===== config.mk =====
export PLATFORM = sky130hd
export DESIGN_NAME = serial_addsub_ctrl
export DESIGN_NICKNAME = d
export VERILOG_FILES = /design/src/rtl/addsub_pkg.sv /design/src/rtl/nibble_addsub.sv /design/src/rtl/serial_addsub_ctrl.sv
export SDC_FILE = /design/constraint.sdc
export NUM_CORES = 1
export LEC_CHECK = 0
export CORE_ASPECT_RATIO = 1.25
export CORE_MARGIN = 2
export CORE_UTILIZATION = 30
export DETAILED_ROUTE_END_ITERATION = 12
export PLACE_DENSITY = 0.57
export SETUP_SLACK_MARGIN = 0.2
export SYNTH_ARGS = -nofsm -noshare
export SYNTH_HDL_FRONTEND = slang
export SYNTH_SLANG_ARGS = --single-unit
export TNS_END_PERCENT = 30

===== constraint.sdc =====
create_clock -name clk -period 5.1 [get_ports clk]
set_clock_uncertainty 0.2 [all_clocks]
set_input_delay 1.02 -clock clk [delete_from_list [all_inputs] [get_ports clk]]
set_output_delay 1.02 -clock clk [all_outputs]
set_load 0.02 [all_outputs]

===== src/rtl/addsub_pkg.sv =====
// Shared definitions for the serial nibble adder/subtractor: state encoding,
// slice width, operation codes and the counter-width helper.
package addsub_pkg;

   typedef enum logic [1:0] {
      ST_IDLE = 2'd0,
      ST_RUN  = 2'd1,
      ST_DONE = 2'd2
   } state_t;

   localparam int NIBBLE_W = 4;

   localparam logic OP_ADD = 1'b0;
   localparam logic OP_SUB = 1'b1;

   // Nibble counter needs at least one bit even for a single-nibble operand.
   function automatic int cnt_width(input int n);
      return (n > 1) ? $clog2(n) : 1;
   endfunction

endpackage


===== src/rtl/nibble_addsub.sv =====
// One 4-bit adder/subtractor slice: s = x + (y ^ {4{op}}) + cin, with carry out
// of bit 3 and carry into bit 3 (used for signed overflow on the top nibble).
module nibble_addsub
   import addsub_pkg::*;
(
   input  logic [NIBBLE_W-1:0] x,
   input  logic [NIBBLE_W-1:0] y,
   input  logic                op,
   input  logic                cin,
   output logic [NIBBLE_W-1:0] s,
   output logic                cout,
   output logic                c3
);

   logic [NIBBLE_W-1:0] y_eff;
   logic [NIBBLE_W:0]   sum_full;
   logic [NIBBLE_W-1:0] sum_low;

   assign y_eff    = y ^ {NIBBLE_W{op}};
   assign sum_full = {1'b0, x} + {1'b0, y_eff} + {{NIBBLE_W{1'b0}}, cin};
   assign sum_low  = {1'b0, x[NIBBLE_W-2:0]} + {1'b0, y_eff[NIBBLE_W-2:0]}
                     + {{(NIBBLE_W-1){1'b0}}, cin};

   assign s    = sum_full[NIBBLE_W-1:0];
   assign cout = sum_full[NIBBLE_W];
   assign c3   = sum_low[NIBBLE_W-1];

endmodule


===== src/rtl/serial_addsub_ctrl.sv =====
// Serial W-bit add/subtract controller: one nibble per cycle, LSB first,
// through a single shared slice; carry chains through a register.
module serial_addsub_ctrl
   import addsub_pkg::*;
#(
   parameter int NIBBLES = 4
)(
   input  logic                     clk,
   input  logic                     rst_n,
   input  logic                     start,
   input  logic                     op,
   input  logic [NIBBLE_W*NIBBLES-1:0] a,
   input  logic [NIBBLE_W*NIBBLES-1:0] b,
   output logic                     busy,
   output logic                     done,
   output logic [NIBBLE_W*NIBBLES-1:0] result,
   output logic                     carry,
   output logic                     ovf
);

   localparam int              W    = NIBBLE_W * NIBBLES;
   localparam int              CW   = cnt_width(NIBBLES);
   localparam logic [CW-1:0]   LAST = CW'(NIBBLES - 1);

   state_t              state;
   logic [CW-1:0]       cnt;
   logic [W-1:0]        a_q;
   logic [W-1:0]        b_q;
   logic                op_q;
   logic [NIBBLE_W-1:0] x;
   logic [NIBBLE_W-1:0] y;
   logic [NIBBLE_W-1:0] s;
   logic                cout;
   logic                c3;

   // Slice inputs come only from captured operands and the carry register.
   assign x = a_q[int'(cnt)*NIBBLE_W +: NIBBLE_W];
   assign y = b_q[int'(cnt)*NIBBLE_W +: NIBBLE_W];

   nibble_addsub u_slice (
      .x    (x),
      .y    (y),
      .op   (op_q),
      .cin  (carry),
      .s    (s),
      .cout (cout),
      .c3   (c3)
   );

   always_ff @(posedge clk or negedge rst_n) begin
      if (!rst_n) begin
         state  <= ST_IDLE;
         cnt    <= '0;
         a_q    <= '0;
         b_q    <= '0;
         op_q   <= OP_ADD;
         busy   <= 1'b0;
         done   <= 1'b0;
         result <= '0;
         carry  <= 1'b0;
         ovf    <= 1'b0;
      end else begin
         done <= 1'b0;
         case (state)
            ST_IDLE: begin
               if (start) begin
                  a_q   <= a;
                  b_q   <= b;
                  op_q  <= op;
                  carry <= op;
                  cnt   <= '0;
                  busy  <= 1'b1;
                  state <= ST_RUN;
               end
            end
            ST_RUN: begin
               result[int'(cnt)*NIBBLE_W +: NIBBLE_W] <= s;
               carry <= cout;
               if (cnt == LAST) begin
                  ovf   <= c3 ^ cout;
                  cnt   <= '0;
                  state <= ST_DONE;
               end else begin
                  cnt <= cnt + 1'b1;
               end
            end
            ST_DONE: begin
               // done is registered, so it is seen the cycle after DONE.
               done  <= 1'b1;
               busy  <= 1'b0;
               state <= ST_IDLE;
            end
            default: begin
               state <= ST_IDLE;
            end
         endcase
      end
   end

endmodule


==> impl_metrics.toml <==
[sta]
finalHoldViolCount = 0
rsz0062_at_grt = "false"
max_freq_ghz = 0.303
tns_ns = 0
setup_viol = 0
tightest_slew_ns = 0.710
drv_slew = 0
setup_ws_ns = 1.80
period_minus_slack_ns = 3.30
max-slew-margin-rel_pct = 52.7
period_share_pct = 64.8

[detailed_routing]
post_drt_wl_per_cell_um = 14.2
drc = 0
routed_via_density = 4.51
drt_iter0_markers = 58
first_pass_iters = 4
drtAntennaViolNets = 0
finalWirelength_um = 5400
vias = 1719

[synthesis]
yosysMostFrequentCell = "dfrtp_1"
yosys.area.top_type_share_pct = 53.1
ys.flop_type = "dfrtp_1"
yosys.area.top_type = "dfrtp_1"
seq_area_frac_synth_pct = 53.1
syn_area_um2 = 2690
synth-async-reset-ratio_pct = 100
yosysWarnings = 0
synth-edff-count = 0
synth_area_leaders = "dfrtp_1 (53%), mux2_2 (13%), mux4_1 (7.8%)"
ys_ff_latch = 57
synth_commonest_cells = "dfrtp_1 (57), mux2_2 (31), nand2_1 (19), ha_1 (9), inv_1 (9)"
synthesis.nets = 242
netlist_instances = 195
synth_area_per_cell_um2 = 13.8
yosysUniqueCellTypes = 33

[grt]
gr-total-overflow = 0
grt_pass1_vias = 1803
met1_usage_pct = 14.7
grt_pass1_wl_um = 8910
met2_usage_pct = 20.5
grt_start_max_net_pins = 58
grt_util_all_layers_pct = 12.4
grt.met3_usage_pct = 2.93
top_usage_layer = "met2"
antenna_found_initial = 0

[worst_hold_path]
min_path_type = "register to register"

[power_and_ir_drop]
vdd_ir_drop_max_mv = 0.403
powerDensity_nw_per_um2 = 729
power_leakage_nw = 1.50

[place]
gp_congestion = 0.829
hpwlAfterDp_um = 3830
port_buffers = 55
pre_cts_ws_ns = 1.77

[floorplan]
core-area_um2 = 8700
num_rows = 38
die_h_um = 110
start_util_pct = 30.9
die_area_um2 = 9730
die_w_um = 88.6
io_pins = 56

[clocking]
clock_latency_ns = 0.34
clockBufferDepth = 2
post_cts_buffers = 0
path_clk_slew_ns = 0.06
cts-root-buf = "clkbuf_8"
hold_buffers = 0
cts_tree = "done"
clock-sinks = 57
cts_htree_levels = 3
cts_resized = 0
cts-buffers-inserted = 9

[worst_setup_path]
critPathMaxFanout = 17
crit_arrival_ns = 3.32
cp-start-kind = "register"
required_ns = 5.12
crit_path_end_kind = "register"
crit_type = "register to register"

[cells_and_area]
seqCellArea_um2 = 1430
diodes = 0
drive_gt1_share_pct = 19.2
synthToLayoutAreaGrowth_pct = 31.4
finalNetCount = 303
fill_cells = 843
multi_input_area_um2 = 1170

[job]
drv_cap = 0

[run_status]
status = "complete, no violations"
## through the flow
stage | std cells | util, % | cell area, µm² | hold WS (ns) | total power [W]
after floorplan | 195 | - | 2690 | 0.249 | 0.00176
after global placement | 365 | 38.4 | 3340 | 0.262 | 0.00217
after detailed placement | 365 | 38.4 | 3340 | 0.272 | 0.00221
after CTS | 381 | 40.6 | 3530 | 0.285 | 0.00262
after global routing | 381 | 40.6 | 3530 | 0.298 | 0.00280
final | 381 | 40.6 | 3530 | 0.279 | 0.00257
## critical path, cell delays in order (launching register included)
cell and delay [ns]:
dfrtp_1 0.80, mux4_1 0.65, xnor2_1 0.20, fa_1 0.22, inv_1 0.05, fa_1 0.39, a21o_1 0.19, a21oi_1 0.21
xor2_1 0.17, a21oi_1 0.08
## path summary, 6_finish.rpt
| kind | start | end | slack, ns | depth (start not counted) |
|---|---|---|---|---|
| max | cnt[0] | ovf | 1.80 | 9 |
| min | a_q[14] | a_q[14] | 0.28 | 1 |
| max reg2reg | cnt[0] | ovf | 1.80 | 9 |
| min reg2reg | a_q[14] | a_q[14] | 0.28 | 1 |
| max in group asynchronous | rst_n | a_q[9] | 3.61 | 2 |
| min in group asynchronous | rst_n | result[12] | 0.61 | 2 |
## cell type report
class	count	area share, %
inverters	9	0.957
clock buffers	14	5.18
multi-input cells	122	33.0
flip-flops and latches	57	40.4
well taps	120	4.25
repair buffers	57	15.9
clock inverters	2	0.284
## registers in the layout, summed over array words and instances (netlist names)
register / count
carry: 1
result: 16
state: 2
busy: 1
cnt: 2
op_q: 1
ovf: 1
done: 1
a_q: 16
b_q: 16
## cells in the final DEF, fill, tap and decap left out, types with 2 or more instances in the layout
cell and instances:
a21oi_1 3, o21bai_1 2, clkbuf_8 13, a22o_1 7
nand2b_1 2, fa_1 2, clkinv_2 2, xor2_1 5
buf_4 2, clkdlybuf4s50_1 54, inv_1 9, nor2_1 4
dfrtp_1 57, ha_1 9, mux2_1 2, mux4_1 8
nor2b_1 2, nand2_1 19, o21ai_0 7, mux2_2 31
nor4_1 2, xnor2_1 2, o31ai_1 5
## where the power goes
group	switching (W)	internal [W]	leakage, nW
clock	0.000178	0.000228	0.102
sequential	0.000159	0.000666	0.705
combinational	0.000699	0.000642	0.693
## kinds of logic (layout without fill, tap and decap cells)
kind of cell / after synthesis / count (layout) / share of synthesized area (%)
flip-flops: 57 / 57 / 53.1
multiplexers: 42 / 42 / 22.0
AND/OR/NAND/NOR: 36 / 36 / 6.71
AO/OA/AOI/OAI: 26 / 26 / 6.71
buffers and inverters: 16 / 82 / 3.49
adder cells (fa/ha/maj): 11 / 11 / 5.68
XOR/XNOR: 7 / 7 / 2.28
## layer usage
metal,part of all wire (%),up-vias
li1,-,824
met4,2.5,0
met3,4.2,14
met1,42,837
met2,51,44
met5,0,-
Power figures use the tool's default switching activity.
